===== src/rtl/cascade_stage_evaluator.sv =====
// Cascade stage evaluator: walks up to NUM_STAGES classifier stages, summing signed
// haar responses per stage against a threshold and exiting on the first failing stage.
module cascade_stage_evaluator #(
  parameter int DATA_WIDTH                = 8,
  parameter int ACC_WIDTH                 = 16,
  parameter int NUM_STAGES                = 3,
  parameter int MAX_CLASSIFIERS_PER_STAGE = 50,
  localparam int STAGE_W = $clog2(NUM_STAGES + 1),
  localparam int CLS_W   = $clog2(MAX_CLASSIFIERS_PER_STAGE + 1)
) (
  input  logic                         clk_fpga,
  input  logic                         reset_fpga,
  input  logic                         i_start,
  input  logic [STAGE_W-1:0]           i_num_stages,
  input  logic                         i_abort,
  output logic [STAGE_W-1:0]           o_cfg_stage,
  input  logic [CLS_W-1:0]             i_cfg_num_classifiers,
  input  logic signed [ACC_WIDTH-1:0]  i_cfg_threshold,
  output logic                         o_req_valid,
  output logic [STAGE_W-1:0]           o_req_stage,
  output logic [CLS_W-1:0]             o_req_index,
  input  logic                         i_req_ready,
  input  logic                         i_haar_valid,
  input  logic signed [DATA_WIDTH-1:0] i_haar_value,
  output logic                         o_busy,
  output logic                         o_done,
  output logic                         o_iscandidate,
  output logic [STAGE_W-1:0]           o_reject_stage
);

  typedef enum logic [2:0] {S_IDLE, S_LOAD, S_RUN, S_COMPARE, S_DONE} state_e;

  localparam logic signed [ACC_WIDTH-1:0] ACC_MAX = {1'b0, {(ACC_WIDTH-1){1'b1}}};
  localparam logic signed [ACC_WIDTH-1:0] ACC_MIN = {1'b1, {(ACC_WIDTH-1){1'b0}}};

  // Assert is asynchronous; release is retimed so the first start lands on the second edge.
  logic rst_n_q;
  always_ff @(posedge clk_fpga or negedge reset_fpga)
    if (!reset_fpga) rst_n_q <= 1'b0;
    else             rst_n_q <= 1'b1;

  state_e                       state_q, state_d;
  logic [STAGE_W-1:0]           stage_q, stage_d, nstg_q, nstg_d, rej_q, rej_d;
  logic [CLS_W-1:0]             cnt_q, cnt_d, req_cnt_q, req_cnt_d, rsp_cnt_q, rsp_cnt_d;
  logic signed [ACC_WIDTH-1:0]  acc_q, acc_d, thr_q, thr_d, acc_sat;
  logic                         cand_q, cand_d;
  logic [STAGE_W-1:0]           nstg_in;
  logic [CLS_W-1:0]             cnt_in;
  logic [ACC_WIDTH:0]           sum;
  logic                         req_fire, rsp_take;

  always_comb begin
    nstg_in = i_num_stages;
    if (i_num_stages == '0)                         nstg_in = STAGE_W'(1);
    else if (i_num_stages > STAGE_W'(NUM_STAGES))   nstg_in = STAGE_W'(NUM_STAGES);
    cnt_in = i_cfg_num_classifiers;
    if (i_cfg_num_classifiers > CLS_W'(MAX_CLASSIFIERS_PER_STAGE))
      cnt_in = CLS_W'(MAX_CLASSIFIERS_PER_STAGE);
  end

  // One guard bit: a disagreement between the top two bits means the add overflowed.
  always_comb begin
    sum = {acc_q[ACC_WIDTH-1], acc_q}
        + {{(ACC_WIDTH+1-DATA_WIDTH){i_haar_value[DATA_WIDTH-1]}}, i_haar_value};
    acc_sat = sum[ACC_WIDTH-1:0];
    if (sum[ACC_WIDTH] != sum[ACC_WIDTH-1]) acc_sat = sum[ACC_WIDTH] ? ACC_MIN : ACC_MAX;
  end

  assign req_fire = (state_q == S_RUN) && (req_cnt_q < cnt_q) && i_req_ready;
  assign rsp_take = (state_q == S_RUN) && (rsp_cnt_q < cnt_q) && i_haar_valid;

  always_comb begin
    state_d   = state_q;
    stage_d   = stage_q;
    nstg_d    = nstg_q;
    cnt_d     = cnt_q;
    thr_d     = thr_q;
    req_cnt_d = req_cnt_q;
    rsp_cnt_d = rsp_cnt_q;
    acc_d     = acc_q;
    cand_d    = cand_q;
    rej_d     = rej_q;
    case (state_q)
      S_IDLE: if (i_start) begin
        nstg_d  = nstg_in;
        stage_d = '0;
        acc_d   = '0;
        state_d = S_LOAD;
      end
      S_LOAD: begin
        cnt_d     = cnt_in;
        thr_d     = i_cfg_threshold;
        req_cnt_d = '0;
        rsp_cnt_d = '0;
        acc_d     = '0;
        state_d   = (cnt_in == '0) ? S_COMPARE : S_RUN;
      end
      S_RUN: begin
        if (req_fire) req_cnt_d = req_cnt_q + CLS_W'(1);
        if (rsp_take) begin
          acc_d     = acc_sat;
          rsp_cnt_d = rsp_cnt_q + CLS_W'(1);
        end
        // Leave as soon as the final response lands so COMPARE sees the full sum.
        if (rsp_cnt_d == cnt_q) state_d = S_COMPARE;
      end
      S_COMPARE: begin
        if (acc_q > thr_q) begin
          if ((stage_q + STAGE_W'(1)) < nstg_q) begin
            stage_d = stage_q + STAGE_W'(1);
            state_d = S_LOAD;
          end else begin
            cand_d  = 1'b1;
            rej_d   = nstg_q;
            state_d = S_DONE;
          end
        end else begin
          cand_d  = 1'b0;
          rej_d   = stage_q;
          state_d = S_DONE;
        end
      end
      S_DONE:  state_d = S_IDLE;
      default: state_d = S_IDLE;
    endcase
    if (i_abort && (state_q != S_IDLE)) begin
      state_d = S_IDLE;
      cand_d  = cand_q;
      rej_d   = rej_q;
    end
  end

  always_ff @(posedge clk_fpga or negedge rst_n_q) begin
    if (!rst_n_q) begin
      state_q   <= S_IDLE;
      stage_q   <= '0;
      nstg_q    <= '0;
      cnt_q     <= '0;
      thr_q     <= '0;
      req_cnt_q <= '0;
      rsp_cnt_q <= '0;
      acc_q     <= '0;
      cand_q    <= 1'b0;
      rej_q     <= '0;
    end else begin
      state_q   <= state_d;
      stage_q   <= stage_d;
      nstg_q    <= nstg_d;
      cnt_q     <= cnt_d;
      thr_q     <= thr_d;
      req_cnt_q <= req_cnt_d;
      rsp_cnt_q <= rsp_cnt_d;
      acc_q     <= acc_d;
      cand_q    <= cand_d;
      rej_q     <= rej_d;
    end
  end

  assign o_cfg_stage    = stage_q;
  assign o_req_valid    = (state_q == S_RUN) && (req_cnt_q < cnt_q);
  assign o_req_stage    = stage_q;
  assign o_req_index    = req_cnt_q;
  assign o_busy         = (state_q != S_IDLE);
  assign o_done         = (state_q == S_DONE);
  assign o_iscandidate  = cand_q;
  assign o_reject_stage = rej_q;

endmodule


===== config.mk =====
export PLATFORM = sky130hd
export DESIGN_NAME = cascade_stage_evaluator
export DESIGN_NICKNAME = d
export VERILOG_FILES = /design/src/rtl/cascade_stage_evaluator.sv
export SDC_FILE = /design/constraint.sdc
export NUM_CORES = 1
export LEC_CHECK = 0
export CAP_MARGIN = 0
export CORE_UTILIZATION = 25
export CTS_BUF_LIST = sky130_fd_sc_hd__clkbuf_8 sky130_fd_sc_hd__clkbuf_16
export DETAILED_ROUTE_END_ITERATION = 6
export HOLD_SLACK_MARGIN = 0.15
export SYNTH_ARGS = -nofsm -noshare
export SYNTH_HDL_FRONTEND = slang
export SYNTH_SLANG_ARGS = --single-unit

===== constraint.sdc =====
create_clock -name clk_fpga -period 3.9 [get_ports clk_fpga]
set_input_delay 0.975 -clock clk_fpga [delete_from_list [all_inputs] [get_ports clk_fpga]]
set_output_delay 0.975 -clock clk_fpga [all_outputs]
set_load 0.05 [all_outputs]

==> summary.txt <==
Die
  – I/O Pins: 54
  – Chip width: 132 um
  – Die area: about 17000 um2
  – Die height: roughly 130 um
  – CORE AREA: 16500 um2
  – Starting density of the core: about 26%
  – Number of core rows: 47

Synthesis
  – Ys flop type: dfrtp_1
  – Post-Synth Adder-Cell Area: approximately 14%
  – Sequential fraction of the synthesis area: 36.3%
  – Avg Inst Size Synth: ~9 um2
  – Syn Inst Count: around 470
  – Compound-Gate Fraction of Synth Area: between 20% and 30%
  – Post-synth EDFFs: 0
  – Post-synth cell types: 57
  – Synth Cell Area: between 4000 and 5000 um2
  – FFs w/ async S/R, synth: 100%
  – Post-synthesis xor/xnor area fraction: around 5.4%
  – Post-synthesis mux area share: 1.73%
  – Largest family of logic cells by synthesized area: compound AO/OA/AOI/OAI gates
  – Warnings from Yosys: 0
  – Synth Area in Simple Gates: ~16%
  – Mapped Nets: 551
  – Number of synthesized register bits: 61

Routing
  – Iter 0 DRT Violations: ~250
  – DR vias/cell: roughly 4.8
  – Drt drc: 0
  – Drt pass-1 iters: 4
  – Routed Wire Length: about 11 mm
  – Total number of vias: between 3000 and 4000
  – Routed Antenna Nets: 0
  – Average wire per standard cell: approximately 14 um

Timing
  – Final setup vio count: 0
  – Slew Viols, Final: 0
  – Final Skew: ~8 ps
  – Min setup slack post-route: approximately 240 ps
  – RSZ-0062 raised after global routing: no
  – Least-Margin Pin Slew: slightly above 800 ps
  – Crit share post-route: 93.9%
  – Peak Freq: 0.273 GHz
  – Fin crit period: 3660 ps
  – Worst slew margin: between 40% and 50%
  – Hold Vio Cnt, Final: 0

Clock tree
  – TritonCTS clock tree: done
  – Inserted Clock Buffers: 9
  – # clock sinks: a little over 60
  – Root buf cell: clkbuf_16
  – Post_cts resized: 0
  – Postcts setup bufs: 0
  – Clock latency on the worst-skew pair: 320 ps
  – H-Tree Depth: 3
  – Post-CTS Hold Buffers: 0
  – Reg clk slew, reported paths: roughly 50 ps
  – Clock Tree Buf Depth: 2

Job
  – Max-Cap Viols: 0

Global routing
  – Largest net degree at the start of global routing: 42
  – Vias in the first global route: ~3800
  – First-pass GRT wire length: roughly 18 mm
  – Total GRT Usage: between 10% and 20%
  – Total global routing overflow: 0
  – Initial antenna violation count: 0

Placement
  – Placer Congestion: just over 0.8
  – Placed cell areas: between 4000 and 5000 um2
  – Pre-CTS WS: -41.1 ps
  – HPWL Detailed: roughly 8.2 mm
  – Port bufs: between 50 and 60

Final layout
  – Share of layout cells above drive strength 1: 6.99%
  – Area delta synth->final: 25.9%
  – Nets@finish: 608
  – Fin area: ~5300 um2
  – # diodes: 0
  – FILL cells: approximately 1700

Setup path
  – Signal arrival time at the worst endpoint: roughly 3900 ps
  – Critical Path Start Type: input pin
  – Crit path capture type: register
  – Setup Crit Path Kind: in2reg
  – CP Data Required Time: just over 4000 ps
  – Crit path max fanout: 11

Power
  – Total design power: just under 4000 uW
  – PD cells: between 700 and 800 nW/um2
  – P_leak: roughly 0.0025 uW
  – Worst VDD drop: 0.243 mV

Outcome
  – Status: finished, final reports clean

Min path
  – HP Class: reg2async
routing by layer:
metal,share of wire [%],GRT usage [%],vias up
li1,-,-,1785
met1,47,16.5,1734
met2,48,21.5,64
met3,3.3,2.43,13
met4,1.2,4.39,0
met5,0,0,-
path summary, 6_finish.rpt:
| path | start | to | slack, ps | cells past startpoint |
|---|---|---|---|---|
| worst max register to register | state_q[1] | acc_q[5] | 1020 | 7 |
| min in group clk_fpga | thr_q[0] | thr_q[0] | 490 | 2 |
| worst max-delay path | i_haar_value[7] | acc_q[5] | 240 | 9 |
| worst min register to register | rst_n_q | o_reject_stage[1] | 360 | 0 |
| max in group asynchronous | rst_n_q | acc_q[8] | 2710 | 1 |
| worst min-delay path | rst_n_q | o_reject_stage[1] | 360 | 0 |
synth_stat cells, types with 4 or more instances:
master,count,area [um2]
nand2_1,64,240
dfrtp_1,61,1530
ha_1,45,563
o21ai_0,40,200
inv_1,35,131
a21oi_1,29,145
nor2_1,20,75.1
xor2_1,14,123
xnor2_1,12,105
nand3_1,10,50.1
nand4_1,10,62.6
a22oi_1,9,67.6
clkbuf_1,8,30.0
nand2b_1,8,50.1
o211ai_1,7,52.6
a21o_1,6,45.0
and3_1,6,37.5
nor2b_1,6,37.5
a211oi_1,5,37.5
mux2i_1,5,50.1
nor3_1,5,25.0
a32oi_1,4,35.0
buf_2,4,20.0
cell usage in the layout, fill, tap and decap left out, types with 2 or more instances in the layout:
cell / synthesis / routed
a211o_1: 3 / 3
o211ai_1: 7 / 7
o211a_1: 3 / 3
a21o_1: 6 / 6
a31oi_1: 2 / 2
and2_1: 2 / 2
a22o_1: 3 / 3
dfrtp_1: 61 / 60
clkbuf_16: 0 / 9
clkinv_2: 0 / 2
nand3_1: 10 / 10
mux2_2: 2 / 2
and3_1: 6 / 6
nand2b_1: 8 / 8
buf_4: 2 / 10
inv_1: 35 / 36
o21ai_0: 40 / 40
nand4_1: 10 / 10
a41oi_1: 2 / 2
a211oi_1: 5 / 5
ha_1: 45 / 45
clkdlybuf4s50_1: 0 / 53
nor3_1: 5 / 5
o21a_1: 3 / 3
or3_1: 2 / 2
xor2_1: 14 / 14
nand3b_1: 2 / 2
or2_2: 3 / 3
nor2_1: 20 / 19
a32oi_1: 4 / 4
a22oi_1: 9 / 9
xnor2_1: 12 / 12
clkbuf_8: 0 / 2
mux2i_1: 5 / 5
nand2_1: 64 / 64
nand4b_1: 2 / 2
a21oi_1: 29 / 29
nor2b_1: 6 / 6
flip-flops by register name, indices dropped and copies added, names as in the netlist, 2 cells and up:
register / cells
acc_q: 16
thr_q: 16
o_req_index: 6
nstg_q: 2
state_q: 3
o_cfg_stage: 2
rsp_cnt_q: 6
cnt_q: 6
o_reject_stage: 2
critical path, stage by stage:
cell and delay [ps]:
clkdlybuf4s50_1 640, ha_1 310, a21oi_1 190, o21ai_0 150, or3b_2 530, or3_1 380, o211a_1 350, inv_1 200
o211ai_1 130
report_power, final:
| group | switching (uW) | leakage, uW | internal (uW) |
|---|---|---|---|
| clock | 275 | 0.000153 | 524 |
| sequential | 231 | 0.000787 | 867 |
| combinational | 1180 | 0.00153 | 772 |
| total | 1680 | 0.00247 | 2160 |
final cells by class:
cell class / count / area [um2] / share of cell area, %
Multi-Input combinational cell: 354 / 2450 / 46.2
Sequential cell: 61 / 1530 / 28.9
Timing Repair Buffer: 63 / 606 / 11.4
Tap cell: 220 / 275 / 5.20
Clock buffer: 11 / 253 / 4.78
Inverter: 35 / 131 / 2.48
Clock inverter: 5 / 51.3 / 0.970
metrics by stage:
stage	utilization (%)	hold WS [ps]	setup TNS (ps)	std cells
after floorplan	-	450	0	467
after global placement	30.3	394	0	733
after detailed placement	30.3	402	-147	733
after CTS	32.1	401	0	749
after global routing	32.1	442	0	749
final	32.1	357	0	749
cell families (layout without fill, tap and decap cells):
| family | after synthesis | in the layout |
|---|---|---|
| AOI/OAI and AO/OA | 129 | 129 |
| xor gates and xnor gates | 26 | 26 |
| adders and majority gates | 46 | 46 |
| buffers and inverters | 52 | 114 |
| DFF | 61 | 61 |
| muxes | 7 | 7 |
| other | 1 | 1 |
| and+or+nand+nor | 145 | 145 |
Note: power is estimated with default switching activity, not from simulation.
